--- src/rtl/csr_tx_fifo.sv ---
// CSR-mapped byte output channel: DATA pushes into a FIFO drained over valid/ready,
// STAT reports FIFO state and defers an exit/fail request until the FIFO is empty.
module csr_tx_fifo #(
   parameter int unsigned DATA_W     = 8,
   parameter int unsigned DEPTH_LOG2 = 4,
   parameter logic [11:0] DATA_ADDR  = 12'h7C0,
   parameter logic [11:0] STAT_ADDR  = 12'h7C1
) (
   input  logic              clk_i,
   input  logic              reset_ni,
   input  logic [11:0]       cadr_i,
   output logic              cvalid_o,
   output logic [63:0]       cdat_o,
   input  logic [63:0]       cdat_i,
   input  logic              coe_i,
   input  logic              cwe_i,
   output logic              tx_valid_o,
   output logic [DATA_W-1:0] tx_data_o,
   input  logic              tx_ready_i,
   output logic              exit_o,
   output logic              fail_o
);

   localparam int unsigned DEPTH = 1 << DEPTH_LOG2;
   localparam int unsigned CW    = DEPTH_LOG2 + 1;
   localparam logic [CW-1:0] FULL_CNT = CW'(DEPTH);

   typedef enum logic [1:0] {
      S_IDLE,
      S_PEND,
      S_DONE
   } state_e;

   logic [DATA_W-1:0]     mem_q [DEPTH];
   logic [DEPTH_LOG2-1:0] wr_ptr_q, wr_ptr_d;
   logic [DEPTH_LOG2-1:0] rd_ptr_q, rd_ptr_d;
   logic [CW-1:0]         count_q, count_d;
   logic                  ovf_q, ovf_d;
   logic                  fail_pend_q, fail_pend_d;
   state_e                state_q, state_d;

   logic sel_data, sel_stat;
   logic empty, full;
   logic push_req, push, pop, ovf_evt;
   logic exit_req;

   assign sel_data = (cadr_i == DATA_ADDR);
   assign sel_stat = (cadr_i == STAT_ADDR);
   assign cvalid_o = sel_data | sel_stat;

   assign empty = (count_q == '0);
   assign full  = (count_q == FULL_CNT);

   assign pop      = ~empty & tx_ready_i;
   assign push_req = sel_data & cwe_i;
   // A full FIFO still takes a push when the head leaves in the same cycle.
   assign push     = push_req & (~full | pop);
   assign ovf_evt  = push_req & full & ~pop;
   assign exit_req = sel_stat & cwe_i & cdat_i[3];

   assign tx_valid_o = ~empty;
   assign tx_data_o  = empty ? '0 : mem_q[rd_ptr_q];
   assign exit_o     = (state_q == S_DONE);
   assign fail_o     = exit_o & fail_pend_q;

   always_comb begin
      cdat_o = 64'h0;
      if (sel_stat) begin
         cdat_o = {16'h0, 16'(count_q), 24'h0, 3'b0,
                   fail_o, exit_o, ovf_q, full, empty};
      end
   end

   always_comb begin
      wr_ptr_d = wr_ptr_q;
      rd_ptr_d = rd_ptr_q;
      count_d  = count_q;
      ovf_d    = ovf_q;
      if (push) wr_ptr_d = wr_ptr_q + 1'b1;
      if (pop)  rd_ptr_d = rd_ptr_q + 1'b1;
      unique case ({push, pop})
         2'b10:   count_d = count_q + 1'b1;
         2'b01:   count_d = count_q - 1'b1;
         default: count_d = count_q;
      endcase
      if (ovf_evt)
         ovf_d = 1'b1;
      else if (sel_stat & coe_i)
         ovf_d = 1'b0;
   end

   always_comb begin
      state_d     = state_q;
      fail_pend_d = fail_pend_q;
      unique case (state_q)
         S_IDLE: begin
            if (exit_req) begin
               state_d     = S_PEND;
               fail_pend_d = cdat_i[4];
            end
         end
         S_PEND: begin
            if (empty & ~push_req) state_d = S_DONE;
         end
         S_DONE:  state_d = S_DONE;
         default: state_d = S_IDLE;
      endcase
   end

   always_ff @(posedge clk_i or negedge reset_ni) begin
      if (!reset_ni) begin
         wr_ptr_q    <= '0;
         rd_ptr_q    <= '0;
         count_q     <= '0;
         ovf_q       <= 1'b0;
         fail_pend_q <= 1'b0;
         state_q     <= S_IDLE;
      end else begin
         wr_ptr_q    <= wr_ptr_d;
         rd_ptr_q    <= rd_ptr_d;
         count_q     <= count_d;
         ovf_q       <= ovf_d;
         fail_pend_q <= fail_pend_d;
         state_q     <= state_d;
      end
   end

   // Storage needs no reset: count gates every read of it.
   always_ff @(posedge clk_i) begin
      if (push) mem_q[wr_ptr_q] <= cdat_i[DATA_W-1:0];
   end

endmodule

--- config.mk ---
export PLATFORM = sky130hd
export DESIGN_NAME = csr_tx_fifo
export DESIGN_NICKNAME = d
export VERILOG_FILES = /design/src/rtl/csr_tx_fifo.sv
export SDC_FILE = /design/constraint.sdc
export NUM_CORES = 1
export LEC_CHECK = 0
export CORE_MARGIN = 2
export CORE_UTILIZATION = 55
export CTS_CLUSTER_SIZE = 24
export DETAILED_ROUTE_END_ITERATION = 16
export DONT_BUFFER_PORTS = 1
export GPL_TIMING_DRIVEN = 0
export MAX_ROUTING_LAYER = met4
export PLACE_DENSITY = 0.78
export SETUP_SLACK_MARGIN = 0.4
export SYNTH_ARGS = -nofsm -noshare
export SYNTH_HDL_FRONTEND = slang
export SYNTH_SLANG_ARGS = --single-unit
--- constraint.sdc ---
create_clock -name clk_i -period 6.25 [get_ports clk_i]
set_clock_uncertainty 0.2 [all_clocks]
set_input_delay 1.25 -clock clk_i [delete_from_list [all_inputs] [get_ports clk_i]]
set_output_delay 1.25 -clock clk_i [all_outputs]
set_load 0.05 [all_outputs]
==> results of run 1 <==
-- per-layer routing --
metal	wire length, µm	share of wire (%)	vias to the layer above
met5	0	0	-
met4	168	1.4	0
met3	836	6.9	13
met2	6119	50	138
met1	5058	42	1707
li1	-	-	1517
-- cell usage after synthesis (2+ instances only) --
cell type,count
clkbuf_1,8
and3_1,2
nand2_1,9
buf_1,4
xor2_1,2
mux4_2,40
xnor2_1,9
nand4_1,5
dfrtp_1,17
o21ai_0,6
a31oi_1,3
nor3b_1,5
mux2_2,3
and2_1,27
buf_4,55
and4bb_2,2
inv_1,9
nor2_1,8
buf_6,3
nand3_1,2
a21oi_1,2
edfxtp_1,128
and4_1,2
or3_1,3
ha_1,9
nor4_1,6
-- registers in the layout, summed over array words and instances, names as in the netlist --
name / cells
count_q: 5
rd_ptr_q: 4
state_q: 2
ovf_q: 1
wr_ptr_q: 4
mem_q: 128
fail_pend_q: 1
-- layout make-up --
type | instances | share of cell area, %
multi-input cells | 210 | 25.66
well taps | 143 | 2.373
clock inverters | 15 | 2.257
flip-flops and latches | 145 | 56.63
repair buffers | 4 | 0.3983
clock buffers | 17 | 5.643
inverters | 9 | 0.4481
plain buffers | 71 | 6.589
-- placed cells by master, fill, tap and decap left out, types with 9 or more instances in the layout --
cell type and instances:
edfxtp_1 128, buf_4 59, conb_1 54, mux4_2 40, and2_1 27, clkbuf_16 17, dfrtp_1 17, inv_1 9
nand2_1 9, xnor2_1 9, ha_1 9
-- through the flow --
step	util [%]	cells	total power [mW]	hold WS (ns)	worst slack, ns
after detailed placement	60.55	582	2.102	0.2935	2.106
after global routing	65.74	614	3.216	0.2940	1.694
after global placement	60.07	578	2.094	0.2861	1.592
final	65.74	614	3.097	0.3084	1.832
after CTS	65.74	614	3.118	0.2985	1.783
after floorplan	-	435	1.958	0.2606	2.331
-- worst max path at each step --
stage | to | slack [ns]
CTS | tx_data_o[3] | 1.78
floorplan | cdat_o[1] | 2.33
global placement | mem_q[0][5]$_DFFE_PP_ | 1.59
detailed placement | cdat_o[1] | 2.11
finish | tx_data_o[3] | 1.83
global route | tx_data_o[2] | 1.69
-- power by group through the flow --
stage | clock network (mW) | logic [mW] | registers, mW
6_report | 1.02 | 0.969 | 1.11
5_1_grt | 1.07 | 1.03 | 1.12
4_1_cts | 1.02 | 0.983 | 1.11
3_5_place_dp | 0 | 0.972 | 1.13
3_3_place_gp | 0 | 0.967 | 1.13
2_1_floorplan | 0 | 0.835 | 1.12
-- worst reg2reg max path: cells and delay by family, from the launching register on --
family	cells	cell delay [ns]
buffers and inverters	1	0.17
XOR/XNOR	1	0.16
adder cells (fa/ha/maj)	1	0.30
flip-flops	1	0.36
AND/OR/NAND/NOR	3	1.02
AO/OA/AOI/OAI	3	0.60
-- kinds of logic (layout without fill, tap and decap cells) --
family | count (synthesis) | after routing | share of synthesized area [%]
xor gates and xnor gates | 11 | 11 | 1.480
AOI/OAI and AO/OA | 16 | 16 | 1.499
and+or+nand+nor | 76 | 76 | 6.996
muxes | 44 | 44 | 14.51
DFF | 145 | 145 | 65.58
buffers and inverters | 80 | 116 | 8.149
adders and majority gates | 9 | 9 | 1.730
other | 1 | 54 | 0.05760
==> results.ini, run 1 <==
[outcome]
status = complete, no violations

[critical_path]
worstReg2RegStart = count_q[1]$_DFFE_PN0P_
setup.worst_path.start = rd_ptr_q[1]$_DFFE_PN0P_
critPathArrivalTime_ns = 2.97
slowest_delay_ns = 0.55
path_depth = 5
cp_slowest_cell = clkbuf_1
reg2reg_to = count_q[1]$_DFFE_PN0P_
crit_chain = clkbuf_1, clkbuf_1, mux4_2, mux4_2, and2_1
cp.buffers_inverters = 2
rr_worst_depth = 9
cp-start-kind = flip-flop
path_class = reg2out
worstPathMaxFanout = 10
cp_top_family = multiplexers
r2r_slack_ns = 3.32
end_kind = primary output
crit_required_ns = 4.80

[global_route]
grt_use_met1_pct = 27.26
grt_max_degree = 19
antenna_found_initial = 0
top_usage_layer = met2
grt_pass1_wl_um = 18490
grt.met3_usage_pct = 6.588
grtUsageMet2_pct = 31.46
grt_pass1_vias = 3219
track_usage_pct = 20.83
grt_overflow = 0

[clock_network]
cts_tree = yes
cts_sinks = 145
cts_made_buffers = 17
clk_latency_ns = 0.43
hold_buffers = 0
htreeDepth = 4
root_buffer = clkbuf_16
cts_setup_buffers = 0
post_cts_resized = 0
cts_buffer_depth = 2
clkSlewWorstSetupHoldPaths_ns = 0.06

[die]
die_y_um = 112.8
rows = 39
start_util_pct = 56.77
io_pins = 157
die_area_um2 = 12720
die_w_um = 112.8
core_um2 = 11470

[power]
leakage_nw = 2.762
pwr-share-comb_pct = 31.3
swShare_pct = 33.16
switching_power_mw = 1.027
ir_drop_v = 0.0001999
clock_power_share_pct = 32.8
internal_power_mw = 2.070
seq_power_share_pct = 35.9
p_per_area_nw_per_um2 = 410.8

[synth]
yosysTopAreaCell = edfxtp_1
ys_ff_latch = 145
ys_warn_count = 0
synth_cell_type_count = 39
synthTopCellsByArea = edfxtp_1, mux4_2, dfrtp_1
netlist_area_um2 = 6510
postSynthAreaPerCell_um2 = 17.04
netlist_instances = 382
postSynth.asyncResetShare_pct = 11.72
yosys_most_used_dff = edfxtp_1
ys_seq_area_share_pct = 65.58
synth_top_area_share_pct = 59.04
synth_edf_count = 128

[routing]
drcViolationCount = 0
dr.pass1.iters = 4
routed_wl_um = 12180
viasPerCell = 5.497
drt_iter0_drc = 276
drtAntennaViolNets = 0
wl_per_cell_um = 19.84
via_count = 3375

[min_path]
hold_path_class = reg2reg
hold_path_startpoint = fail_pend_q$_DFFE_PN0P_
whs_path_depth = 1
hold_end = fail_pend_q$_DFFE_PN0P_

[cells_and_area]
syn2layout_area_growth_pct = 15.80
nets = 548
n_antenna_cell = 0
seq_area_um2 = 4269
finalInstanceArea_um2 = 7538
multi_input_area_um2 = 1934
fillers = 793
drive_above_1_share_pct = 30.79

[timing]
tightest_slew_ns = 1.065
fmax_ghz = 0.2263
maxSlewHeadroom_pct = 28.99
timing.final.crit_share_pct = 70.69
min_period_ns = 4.418
setup_viol = 0
final_max_slew_viol_count = 0
rsz0062_at_grt = no
final_hold_viol_count = 0
tns_ns = 0

[place]
post-dp-hpwl_um = 8238
gp_congestion = 0.7806
dpl-instance-area_um2 = 6943
portBuffers = 0

[flow_run]
cap_violations = 0

(Power assumes the default switching activity.)
==> run 2: changes to the inputs <==
PLACE_DENSITY = 0.81   (was 0.78)
clock period = 3.6 ns   (was 6.25 ns; I/O delays follow)
==> run 2 against run 1 <==
  * First-iteration DRC count down 20%
  * Sequential power up 74%
  * Clock power up 73%
  * Global-route usage up 2.2 points
  * Worst hold slack worse by 0.11 ns
  * Critical path depth unchanged
  * Setup slack worse by 1.6 ns
  * Combinational power up 110%
  * Die area unchanged
  * Utilization up 1.2 points
  * Final cell count up 0.65%
  * Sequential cell count unchanged
  * Critical endpoint is now tx_data_o[4]
==> results.ini, run 2 (synthesis gave the netlist of run 1 again) <==
[cells_and_area]
syn2layout_area_growth_pct = 17.99
multi_input_area_um2 = 1962
fillers = 760
drive_above_1_share_pct = 33.89
final_common_cell = edfxtp_1
seq_area_um2 = 4269
final_cells = 618
reg.largest.list = mem_q x128, count_q x5
n_antenna_cell = 0
largest-register = mem_q
nets = 552
largest_reg_flops = 128
final_cell_mix = edfxtp_1, buf_4, conb_1, mux4_2, and2_1

[routing]
wl_met1_um = 5308
wl_per_cell_um = 22.34
drtAntennaViolNets = 0
wl_met2_um = 7000
viasPerCell = 5.599
routed_wl_um = 13800
dr_wl_met3_um = 1172
drcViolationCount = 0
via_count = 3460
dr.pass1.iters = 5
top_layer = met4
drt_iter0_drc = 221

[timing]
tightest_slew_ns = 0.9386
rsz0062_at_grt = yes
tns_ns = 0
fmax_ghz = 0.2942
setup_viol = 0
final_max_slew_viol_count = 0
maxSlewHeadroom_pct = 36.91
final_hold_viol_count = 0
timing.final.crit_share_pct = 94.40
min_period_ns = 3.398

[global_route]
grt_pass1_vias = 3405
antenna_found_initial = 0
track_usage_pct = 23.07
grt_max_degree = 19
grt_pass1_wl_um = 20410
grt_overflow = 0

[critical_path]
cp_slowest_cell = mux4_2
slowest_delay_ns = 0.53
crit_chain = buf_8, bufbuf_16, mux4_2, mux4_2, and2_4
worstPathMaxFanout = 5
crit_required_ns = 2.68
end_kind = primary output
cp.buffers_inverters = 2
cp_top_family = multiplexers
cpMostUsedCell = mux4_2
path_class = reg2out
rr_worst_depth = 9
path_depth = 5
cp-start-kind = flip-flop
critPathArrivalTime_ns = 2.48

[power]
ir_drop_v = 0.0007772
total_power_mw = 5.691
leakage_nw = 2.837
p_per_area_nw_per_um2 = 740.9

[die]
die_area_um2 = 12720
io_pins = 157
die_w_um = 112.8
core_um2 = 11470
die_y_um = 112.8
start_util_pct = 56.77
rows = 39

[clock_network]
cts_buffer_depth = 2
cts_tree = yes
htreeDepth = 4
cts_sinks = 145
clk_latency_ns = 0.41
clkSlewWorstSetupHoldPaths_ns = 0.06
root_buffer = clkbuf_16
cts_made_buffers = 17

[place]
gp_congestion = 0.8336
portBuffers = 0
post-dp-hpwl_um = 8875
placed_cells = 582

[min_path]
hold_path_class = in2reg
whs_path_depth = 0

[flow_run]
cap_violations = 0

[outcome]
status = complete, no violations

[run 2: final cells by class]
| cell class | instances | share of cell area [%] |
|---|---|---|
| sequential | 145 | 55.58 |
| buffer | 71 | 7.281 |
| inverter | 9 | 0.4398 |
| multi-input combinational | 210 | 25.54 |
| clock buffer | 17 | 5.538 |
| tap | 143 | 2.329 |
| clock inverter | 15 | 2.150 |
| timing repair buffer | 8 | 1.140 |
[run 2: power breakdown]
group	switching (mW)	internal, mW
Sequential	0.0480	1.88
Combinational	1.12	0.879
Clock	0.675	1.08
[run 2: timing repair]
action                                  CTS  global route
endpoints found under the setup margin   10            10
pin swaps                                 0             0
endpoints found under the hold margin    17             0
cloned                                    1             0
hold buffers                              1             0
setup buffers                             2             0
resized for setup                        38             3
[run 2: through the flow]
step                utilization (%)  setup slack, ns  area, µm²  hold WS, ns
detailed placement            60.55         -0.09416       6943       0.2248
global route                  66.98           0.1557       7681       0.1783
CTS                           66.95           0.1827       7677       0.1863
global placement              60.07          -0.4079       6888       0.2249
floorplan                         -           0.6096       6709       0.2244
finish                        66.98           0.2015       7681       0.1977
[run 2: routing by layer]
layer,GRT usage (%),vias to the layer above
li1,-,1517
met1,28.61,1725
met2,36.33,188
met3,6.856,30
met4,8.780,0
met5,-,-
[run 2: final timing paths]
path	startpoint	to	slack, ns
min	cdat_i[0]	mem_q[3][0]$_DFFE_PP_	0.20
max	rd_ptr_q[0]$_DFFE_PN0P_	tx_data_o[4]	0.20
min reg2reg	fail_pend_q$_DFFE_PN0P_	fail_pend_q$_DFFE_PN0P_	0.31
min in group asynchronous	reset_ni	state_q[1]$_DFFE_PN0P_	0.64
max reg2reg	count_q[1]$_DFFE_PN0P_	count_q[1]$_DFFE_PN0P_	0.62
max in group asynchronous	reset_ni	rd_ptr_q[3]$_DFFE_PN0P_	2.04
==> run 3: changes to the inputs <==
CORE_ASPECT_RATIO = 1.1   (was unset)
MAX_ROUTING_LAYER = unset   (was met4)
==> run 3 against run 2 <==
  * Critical path type unchanged
  * Largest cell class unchanged
  * Combinational power about the same
  * Sequential power is essentially flat
  * Highest routed layer unchanged
  * Final cell count is 1.6% higher
  * Utilization grew 0.54 points
  * Critical endpoint unchanged
  * Sequential share of layout area decreased by 0.56 points
  * Worst hold slack worse by 0.0028 ns
==> results.ini, run 3 (synthesis gave the netlist of run 1 again) <==
[die]
io_pins = 157
start_util_pct = 56.65
die_y_um = 118.1
core_um2 = 11490
die_w_um = 107.7
rows = 41
die_area_um2 = 12720

[place]
pre_cts_ws_ns = 0.05738
post-dp-hpwl_um = 8482
dpl-instance-area_um2 = 6952
gp_congestion = 0.7713
portBuffers = 0
placed_cells = 589

[critical_path]
path_class = reg2out
critPathArrivalTime_ns = 2.41
crit_chain = buf_8, buf_12, mux4_2, mux4_2, and2_4
cpMostUsedCell = mux4_2
setup.worst_path.start = rd_ptr_q[0]$_DFFE_PN0P_
cp_slowest_cell = mux4_2
worstPathMaxFanout = 8
worstReg2RegStart = count_q[1]$_DFFE_PN0P_
end_kind = primary output
crit_required_ns = 2.68
cp-start-kind = flip-flop
slowest_delay_ns = 0.55

[timing]
layout_setup_ws_ns = 0.2692
tns_ns = 0
fmax_ghz = 0.3002
final_hold_viol_count = 0
rsz0062_at_grt = yes
timing.final.crit_share_pct = 92.52
setup_viol = 0
min_period_ns = 3.331
maxSlewHeadroom_pct = 40.75
final_max_slew_viol_count = 0
tightest_slew_ns = 0.8888

[routing]
drt_iter0_drc = 297
wl_per_cell_um = 21.27
dr.pass1.iters = 4
drtAntennaViolNets = 0
viasPerCell = 5.484
routed_wl_um = 13360
drcViolationCount = 0
via_count = 3444

[cells_and_area]
final_cells = 628
final_cell_mix = edfxtp_1, buf_4, conb_1, mux4_2, clkbuf_16
n_antenna_cell = 0
largest-register = mem_q
finalInstanceArea_um2 = 7759
largest_reg_flops = 128
nets = 555
reg.largest.list = mem_q x128, count_q x5
final_common_cell = edfxtp_1
drive_above_1_share_pct = 37.24
syn2layout_area_growth_pct = 19.18

[global_route]
grt_max_degree = 19
track_usage_pct = 22.20
antenna_found_initial = 0
grt_pass1_vias = 3376
grt_overflow = 0
grt_pass1_wl_um = 20010

[power]
ir_drop_v = 0.0004559
leakage_nw = 2.872
p_per_area_nw_per_um2 = 731.4

[flow_run]
cap_violations = 0

[clock_network]
cts_buffer_depth = 2
cts_sinks = 145
clk_latency_ns = 0.42
cts_made_buffers = 17
root_buffer = clkbuf_16
cts_tree = yes
clkSlewWorstSetupHoldPaths_ns = 0.06
htreeDepth = 4

[min_path]
hold_path_startpoint = cdat_i[5]
hold_path_class = in2reg

[outcome]
status = complete, no violations

run 3: cell types whose count changed in the layout (fill, tap and decap cells not counted), moves of 3 or more:
cell | previous run | this run
clkbuf_1 | 5 | 8
nor2_1 | 7 | 3
nor2_2 | 1 | 5
clkinv_2 | 2 | 5
clkinv_1 | 4 | 0
and2_1 | 18 | 9
and2_2 | 1 | 10
clkbuf_16 | 17 | 20
inv_6 | 3 | 0
run 3: worst max-delay path, delay by kind of cell, from the launching register on:
kind | cells | cell delay, ns
muxes | 2 | 1.05
and+or+nand+nor | 1 | 0.24
DFF | 1 | 0.39
buffers and inverters | 2 | 0.32
run 3: power by group:
group          switching, mW  internal, mW
Sequential            0.0449          1.88
Clock                  0.646          1.10
Combinational           1.09         0.911
run 3: metrics by stage:
step                      utilization (%)  hold slack, ns  total power [mW]
after floorplan                         -          0.2244             3.398
after global placement              60.02          0.2249             3.632
after detailed placement            60.50          0.2250             3.657
after CTS                           66.57          0.1784             5.594
after global routing                67.52          0.1747             5.868
final                               67.52          0.1950             5.674
run 3: final timing paths:
path	to	slack [ns]	cells after the start
worst max-delay path	tx_data_o[4]	0.27	5
worst min-delay path	mem_q[1][5]$_DFFE_PP_	0.19	0
worst max register to register	count_q[1]$_DFFE_PN0P_	0.57	9
worst min register to register	fail_pend_q$_DFFE_PN0P_	0.31	1
max in group asynchronous	rd_ptr_q[2]$_DFFE_PN0P_	2.06	1
min in group asynchronous	state_q[1]$_DFFE_PN0P_	0.64	1
run 3: repair_timing:
action,in CTS,in global routing
pin swaps,0,0
gates resized for setup,37,16
gates cloned,0,3
hold buffers,1,0
buffers inserted,2,1
hold endpoints to repair,17,0
setup endpoints to repair,10,50
run 3: final cells by class:
cell class | instances | area [µm²]
Buffer | 71 | 556.8
Clock buffer | 21 | 450.4
Clock inverter | 11 | 140.1
Fill cell | 747 | 3732
Inverter | 9 | 33.78
Multi-Input combinational cell | 210 | 1983
Sequential cell | 145 | 4269
Tap cell | 150 | 187.7
Timing Repair Buffer | 11 | 137.6
run 3: per-layer routing:
metal | wire, µm | global-route usage [%]
met1 | 4875 | 26.63
met2 | 7042 | 36.83
met3 | 1190 | 8.749
met4 | 248 | 6.971
met5 | 0 | 0
